[src/rtl/mips_pkg.sv]
// Shared MIPS core definitions: opcodes, reset constants and datapath width.
package mips_pkg;

  localparam int ADDR_W = 32;

  localparam logic [5:0] OP_RTYPE = 6'h00;
  localparam logic [5:0] OP_BEQ   = 6'h04;
  localparam logic [5:0] OP_J     = 6'h02;
  localparam logic [5:0] OP_LW    = 6'h23;
  localparam logic [5:0] OP_SW    = 6'h2B;

  localparam logic [ADDR_W-1:0] NOP_WORD = 32'h0000_0000;
  localparam logic [ADDR_W-1:0] RESET_PC = 32'h0000_0000;

endpackage

[src/rtl/fetch_ifid_stage_if.sv]
// Bus between the fetch/IF-ID stage and its surroundings (controller, hazard unit, I-mem).
interface fetch_ifid_stage_if;
  import mips_pkg::*;

  logic              In_Stall;
  logic              In_PCSrc;
  logic              In_JumpPC;
  logic [ADDR_W-1:0] In_BranchOffset;
  logic [ADDR_W-1:0] In_IMemData;
  logic [ADDR_W-1:0] Out_IMemAddr;
  logic [ADDR_W-1:0] Out_IFID_Instr;
  logic [ADDR_W-1:0] Out_IFID_PCPlus4;
  logic              Out_IFID_Valid;
  logic [5:0]        Out_Opcode;
  logic              Out_Flush;
  logic [15:0]       Out_BubbleCount;

  // The fetch stage itself
  modport master (
    input  In_Stall, In_PCSrc, In_JumpPC, In_BranchOffset, In_IMemData,
    output Out_IMemAddr, Out_IFID_Instr, Out_IFID_PCPlus4, Out_IFID_Valid,
           Out_Opcode, Out_Flush, Out_BubbleCount
  );

  // Controller / memory side
  modport slave (
    output In_Stall, In_PCSrc, In_JumpPC, In_BranchOffset, In_IMemData,
    input  Out_IMemAddr, Out_IFID_Instr, Out_IFID_PCPlus4, Out_IFID_Valid,
           Out_Opcode, Out_Flush, Out_BubbleCount
  );

endinterface

[src/rtl/fetch_ifid_stage_next_pc_sel.sv]
// Next-PC priority mux: hold on stall, then jump, then branch, else sequential.
module next_pc_sel
  import mips_pkg::*;
(
  input  logic [ADDR_W-1:0] pc,
  input  logic [ADDR_W-1:0] pc_plus4,
  input  logic [ADDR_W-1:0] ifid_pcplus4,
  input  logic [25:0]       instr_index,
  input  logic [ADDR_W-1:0] branch_offset,
  input  logic              stall,
  input  logic              redir,
  input  logic              jump,
  output logic [ADDR_W-1:0] next_pc
);

  logic [ADDR_W-1:0] jump_target;
  logic [ADDR_W-1:0] branch_target;

  // Redirect targets are relative to the instruction sitting in ID; branch arithmetic wraps
  always_comb begin
    jump_target   = {ifid_pcplus4[31:28], instr_index, 2'b00};
    branch_target = ifid_pcplus4 + {branch_offset[29:0], 2'b00};
  end

  // A redirect only exists when PCSrc or JumpPC is set, so a non-jump redirect is a branch
  always_comb begin
    next_pc = pc_plus4;
    if (stall) begin
      next_pc = pc;
    end else if (redir && jump) begin
      next_pc = jump_target;
    end else if (redir) begin
      next_pc = branch_target;
    end else begin
      next_pc = pc_plus4;
    end
  end

endmodule

[src/rtl/fetch_ifid_stage.sv]
// Instruction fetch stage with PC register and IF/ID pipeline register.
module fetch_ifid_stage
  import mips_pkg::*;
#(
  parameter logic [ADDR_W-1:0] RESET_PC_P = RESET_PC,
  parameter logic [ADDR_W-1:0] NOP_WORD_P = NOP_WORD
) (
  input logic               clk,
  input logic               rst,
  fetch_ifid_stage_if.master bus
);

  logic [ADDR_W-1:0] pc;
  logic [ADDR_W-1:0] pc_plus4;
  logic [ADDR_W-1:0] next_pc;
  logic [ADDR_W-1:0] ifid_instr;
  logic [ADDR_W-1:0] ifid_pcplus4;
  logic              ifid_valid;
  logic [15:0]       bubble_count;
  logic              redir;

  // Bubbles never redirect, and a stalled redirect waits for the stall to lift
  always_comb begin
    pc_plus4 = pc + 32'd4;
    redir    = ifid_valid & ~bus.In_Stall & (bus.In_JumpPC | bus.In_PCSrc);
  end

  next_pc_sel u_next_pc_sel (
    .pc            (pc),
    .pc_plus4      (pc_plus4),
    .ifid_pcplus4  (ifid_pcplus4),
    .instr_index   (ifid_instr[25:0]),
    .branch_offset (bus.In_BranchOffset),
    .stall         (bus.In_Stall),
    .redir         (redir),
    .jump          (bus.In_JumpPC),
    .next_pc       (next_pc)
  );

  // PC, IF/ID register and bubble counter; a redirect squashes the word fetched this cycle
  always_ff @(posedge clk) begin
    if (rst) begin
      pc           <= RESET_PC_P;
      ifid_instr   <= NOP_WORD_P;
      ifid_pcplus4 <= 32'h0000_0000;
      ifid_valid   <= 1'b0;
      bubble_count <= 16'h0000;
    end else begin
      pc <= next_pc;
      if (!bus.In_Stall) begin
        ifid_pcplus4 <= pc_plus4;
        if (redir) begin
          ifid_instr <= NOP_WORD_P;
          ifid_valid <= 1'b0;
        end else begin
          ifid_instr <= bus.In_IMemData;
          ifid_valid <= 1'b1;
        end
      end
      if (redir && (bubble_count != 16'hFFFF)) begin
        bubble_count <= bubble_count + 16'd1;
      end
    end
  end

  assign bus.Out_IMemAddr     = pc;
  assign bus.Out_IFID_Instr   = ifid_instr;
  assign bus.Out_IFID_PCPlus4 = ifid_pcplus4;
  assign bus.Out_IFID_Valid   = ifid_valid;
  assign bus.Out_Opcode       = ifid_instr[31:26];
  assign bus.Out_Flush        = redir;
  assign bus.Out_BubbleCount  = bubble_count;

endmodule

[src/flat_wrapper.sv]
// flat-port wrapper written by rule: the top's interface ports become plain ports
module fetch_ifid_stage_flat import mips_pkg::*;
#(
  parameter logic [ADDR_W-1:0] RESET_PC_P = RESET_PC,
  parameter logic [ADDR_W-1:0] NOP_WORD_P = NOP_WORD
)
  (clk, rst, bus_In_Stall, bus_In_PCSrc, bus_In_JumpPC, bus_In_BranchOffset, bus_In_IMemData, bus_Out_IMemAddr, bus_Out_IFID_Instr, bus_Out_IFID_PCPlus4, bus_Out_IFID_Valid, bus_Out_Opcode, bus_Out_Flush, bus_Out_BubbleCount);
  fetch_ifid_stage_if bus_i ();
  input logic clk;
  input logic rst;
  input wire logic [$bits(bus_i.In_Stall)-1:0] bus_In_Stall;
  input wire logic [$bits(bus_i.In_PCSrc)-1:0] bus_In_PCSrc;
  input wire logic [$bits(bus_i.In_JumpPC)-1:0] bus_In_JumpPC;
  input wire logic [$bits(bus_i.In_BranchOffset)-1:0] bus_In_BranchOffset;
  input wire logic [$bits(bus_i.In_IMemData)-1:0] bus_In_IMemData;
  output wire logic [$bits(bus_i.Out_IMemAddr)-1:0] bus_Out_IMemAddr;
  output wire logic [$bits(bus_i.Out_IFID_Instr)-1:0] bus_Out_IFID_Instr;
  output wire logic [$bits(bus_i.Out_IFID_PCPlus4)-1:0] bus_Out_IFID_PCPlus4;
  output wire logic [$bits(bus_i.Out_IFID_Valid)-1:0] bus_Out_IFID_Valid;
  output wire logic [$bits(bus_i.Out_Opcode)-1:0] bus_Out_Opcode;
  output wire logic [$bits(bus_i.Out_Flush)-1:0] bus_Out_Flush;
  output wire logic [$bits(bus_i.Out_BubbleCount)-1:0] bus_Out_BubbleCount;
  assign bus_i.In_Stall = bus_In_Stall;
  assign bus_i.In_PCSrc = bus_In_PCSrc;
  assign bus_i.In_JumpPC = bus_In_JumpPC;
  assign bus_i.In_BranchOffset = bus_In_BranchOffset;
  assign bus_i.In_IMemData = bus_In_IMemData;
  assign bus_Out_IMemAddr = bus_i.Out_IMemAddr;
  assign bus_Out_IFID_Instr = bus_i.Out_IFID_Instr;
  assign bus_Out_IFID_PCPlus4 = bus_i.Out_IFID_PCPlus4;
  assign bus_Out_IFID_Valid = bus_i.Out_IFID_Valid;
  assign bus_Out_Opcode = bus_i.Out_Opcode;
  assign bus_Out_Flush = bus_i.Out_Flush;
  assign bus_Out_BubbleCount = bus_i.Out_BubbleCount;
  fetch_ifid_stage #(.RESET_PC_P(RESET_PC_P), .NOP_WORD_P(NOP_WORD_P)) u_core (.clk(clk), .rst(rst), .bus(bus_i));
endmodule
[config.mk]
export PLATFORM = sky130hd
export DESIGN_NAME = fetch_ifid_stage_flat
export DESIGN_NICKNAME = d
export VERILOG_FILES = /design/src/rtl/mips_pkg.sv /design/src/rtl/fetch_ifid_stage_if.sv /design/src/rtl/fetch_ifid_stage_next_pc_sel.sv /design/src/rtl/fetch_ifid_stage.sv /design/src/flat_wrapper.sv
export SDC_FILE = /design/constraint.sdc
export NUM_CORES = 1
export LEC_CHECK = 0
export CAP_MARGIN = 5
export CORE_MARGIN = 5
export CORE_UTILIZATION = 55
export CTS_CLUSTER_SIZE = 14
export DETAILED_ROUTE_END_ITERATION = 10
export DONT_BUFFER_PORTS = 1
export MAX_ROUTING_LAYER = met4
export PLACE_DENSITY = 0.7
export RECOVER_POWER = 50
export SLEW_MARGIN = 20
export SYNTH_ARGS = -nofsm -noshare
export SYNTH_HDL_FRONTEND = slang
export SYNTH_SLANG_ARGS = --single-unit
export TNS_END_PERCENT = 30
[constraint.sdc]
create_clock -name clk -period 3.9 [get_ports clk]
set_clock_uncertainty 0.15 [all_clocks]
set_input_delay 0.195 -clock clk [delete_from_list [all_inputs] [get_ports clk]]
set_output_delay 0.195 -clock clk [all_outputs]
set_load 0.02 [all_outputs]
==> results.py <==
metrics = {
    "setup_path": {
        "cpPeakStageDelay_ns": 0.62,
        "path_cells": "and4_1 -> nand4_1 -> nor4_2 -> nand4_1 -> xnor2_1 -> nor2_1 -> a21oi_1 -> nor2_1 -> dlygate4sd3_1",
        "critPathLaunch": "u_core.bus.Out_IMemAddr[12]",
        "ff2ff_setup_slack_ns": 0.53,
        "crit_arrival_ns": 3.52,
        "r2r_cells": 9,
        "crit_required_ns": 4.05,
        "rr_endpoint": "u_core.bus.Out_IFID_PCPlus4[26]",
        "path_class": "register to register",
        "crit_path_end": "u_core.bus.Out_IFID_PCPlus4[26]",
        "r2r-start": "u_core.bus.Out_IMemAddr[12]",
        "crit_fanout": 9,
        "worst_setup_path_end_kind": "register",
        "slowest_stage": "dfxtp_1",
        "worst_setup_path_start_kind": "register",
    },
    "status": {
        "status": "complete, no violations",
    },
    "clock_network": {
        "clk_latency_ns": 0.41,
        "clk_path_buf_depth": 2,
        "cts.clk_slew.worst_paths_ns": 0.06,
        "ctsRootBufferMaster": "clkbuf_16",
        "htreeDepth": 4,
        "cts_tree": "built",
        "cts_sinks": 113,
        "cts_buffers": 17,
    },
    "placement": {
        "place_area_um2": 7102,
        "io_buffers": 0,
        "dpl.hpwl_um": 16460,
        "place.gp.congestion": 0.9636,
    },
    "synthesis": {
        "syn_nets": 1044,
        "ys_warn_count": 0,
        "syn-cell-area_um2": 7101,
        "ys_seq_area_frac": 0.3186,
        "yosys-top-cells-count": "nor2_1 (150), a21oi_1 (131), dfxtp_1 (113)",
        "async_reset_ff_frac": 0,
        "synth-edff-count": 0,
        "avgSynthCellArea_um2": 7.530,
        "synth_ff_type": "dfxtp_1",
        "ys_types": 70,
        "synth_most_common_cell": "nor2_1",
        "synth_top_area_share": 0.3186,
        "yosys-top-cells-area": "dfxtp_1 (32%), a21oi_1 (9.2%), nor2_1 (7.9%)",
        "yosysTopAreaCell": "dfxtp_1",
        "synth_seq_cells": 113,
        "synth_cells": 943,
    },
    "die": {
        "die_y_um": 123.6,
        "num_rows": 41,
        "dieArea_um2": 15280,
        "fp.dieW_um": 123.6,
        "coreArea_um2": 12620,
        "io_pins": 189,
        "initial_core_util": 0.5627,
    },
    "detailed_routing": {
        "drt_wl_total_um": 24050,
        "wl_per_cell_um": 21.38,
        "vias": 7193,
        "drtPass1Iterations": 5,
        "drtIter0Drc": 757,
        "drt-vias-per-instance": 6.394,
        "ant_nets": 0,
        "drcViolationCount": 0,
    },
    "timing": {
        "tightest_slew_ns": 0.7785,
        "post-route-period-util": 0.8652,
        "maxSlewViolCount": 0,
        "fmax_mhz": 296.4,
        "setup_viol": 0,
        "setup_tns_ns": 0,
        "finalCriticalPeriod_ns": 3.374,
        "hold_viol": 0,
        "timing.slew.headroom": 0.4790,
        "rsz0062_at_grt": "no",
    },
    "global_route": {
        "grt-ovfl-total": 0,
        "grt_use_total": 0.3221,
        "antenna_found_initial": 0,
        "grt_pass1_wl_um": 37230,
        "grt_start_max_net_pins": 114,
        "grt_pass1_vias": 6729,
    },
    "power": {
        "leakagePower_nw": 3.285,
        "power.total_mw": 3.446,
        "p_per_area_nw_per_um2": 423.8,
        "max-vdd-ir-drop_mv": 0.3353,
    },
    "finish": {
        "fin_nets": 1041,
        "syn2layout_area_growth_pct": 14.50,
        "design_area_um2": 8130,
        "drive_above_1_share": 0.05981,
        "antenna_cells": 0,
    },
    "run": {
        "cap_violations": 0,
    },
    "min_path": {
        "hold_class": "primary input to register",
        "hp-start": "bus_In_JumpPC",
    },
}
==> worst max-delay path: cells and delay by family (launching register included) <==
family	cells	cell delay [ns]
flops	1	0.62
buf+inv	1	0.57
xor+xnor	1	0.29
simple gates	6	1.53
compound gates	1	0.11
==> flip-flops by register name, summed over array words and instances, names as in the netlist <==
register                     count
u_core.bus.Out_IFID_PCPlus4     32
u_core.bus.Out_IFID_Instr       32
u_core.bus.Out_BubbleCount      16
u_core.bus.Out_IFID_Valid        1
u_core.bus.Out_IMemAddr         32
==> per-layer routing <==
layer / vias up / wire (um) / track usage
li1: 3360 / - / -
met1: 3352 / 9712 / 0.4127
met2: 429 / 11020 / 0.4863
met3: 52 / 2790 / 0.09764
met4: 0 / 522 / 0.1073
met5: - / 0 / -
==> stage by stage <==
step           hold WS (ns)  utilization  setup slack [ns]  cells
2_1_floorplan        0.2817            -             1.004    943
3_3_place_gp         0.1265       0.5606            0.7342   1055
3_5_place_dp         0.1277       0.5628            0.6827   1056
4_1_cts            0.002567       0.6446            0.5910   1125
5_1_grt             0.03918       0.6443            0.3070   1125
6_report            0.01881       0.6443            0.5259   1125
==> area by class of cell <==
class / count / area, um2
clock buffer: 21 / 440.4
clock inverter: 11 / 186.4
fill: 1144 / 4489
inverter: 19 / 71.32
multi-input combinational: 746 / 4488
sequential: 113 / 2262
tap: 172 / 215.2
timing repair buffer: 43 / 466.7
==> power breakdown <==
group	leakage [nW]	internal [mW]	switching, mW
clock	0.305	1.13	0.553
combinational	2.06	0.172	0.260
sequential	0.920	1.20	0.130
total	3.29	2.50	0.943
==> placed cells by master, fill, tap and decap left out, types with 5 or more instances in the layout <==
cell	count
a221oi_1	5
nand2_1	74
mux2i_1	7
a21oi_1	131
a31oi_1	7
nand3_1	34
inv_1	17
dfxtp_1	113
ha_1	31
a21o_1	13
bufinv_16	5
and3_1	47
a211oi_1	9
dlygate4sd3_1	35
nand4_1	16
o211ai_1	10
xnor2_1	32
xor2_1	29
nor3_1	16
nor2_1	150
clkbuf_1	5
o21ai_0	42
clkbuf_16	17
o21a_1	6
==> how the worst min path moves through the flow <==
stage | end | slack, ns | depth (start not counted)
final | u_core.bus.Out_IMemAddr[9] | 0.02 | 4
after global routing | u_core.bus.Out_IMemAddr[15] | 0.04 | 3
after CTS | u_core.bus.Out_IMemAddr[9] | 0.003 | 4
after detailed placement | u_core.bus.Out_IFID_PCPlus4[24] | 0.13 | 1
after global placement | u_core.bus.Out_IFID_PCPlus4[31] | 0.13 | 1
after floorplan | u_core.bus.Out_IMemAddr[12] | 0.28 | 2
==> logic make-up after synthesis <==
logic type               count (synthesis)  synth area share
AO/OA/AOI/OAI                          275            0.2421
XOR/XNOR                                61           0.07524
adder cells (fa/ha/maj)                 32           0.05744
buffers and inverters                   84           0.05092
flip-flops                             113            0.3186
multiplexers                             9           0.01304
AND/OR/NAND/NOR                        369            0.2426
==> what timing repair did <==
| action | CTS | global route |
|---|---|---|
| gates resized for setup | 0 | 0 |
| hold buffers | 37 | 0 |
| buffers inserted | 0 | 0 |
| hold endpoints to repair | 112 | 0 |
Note: power is estimated with default switching activity, not from simulation.
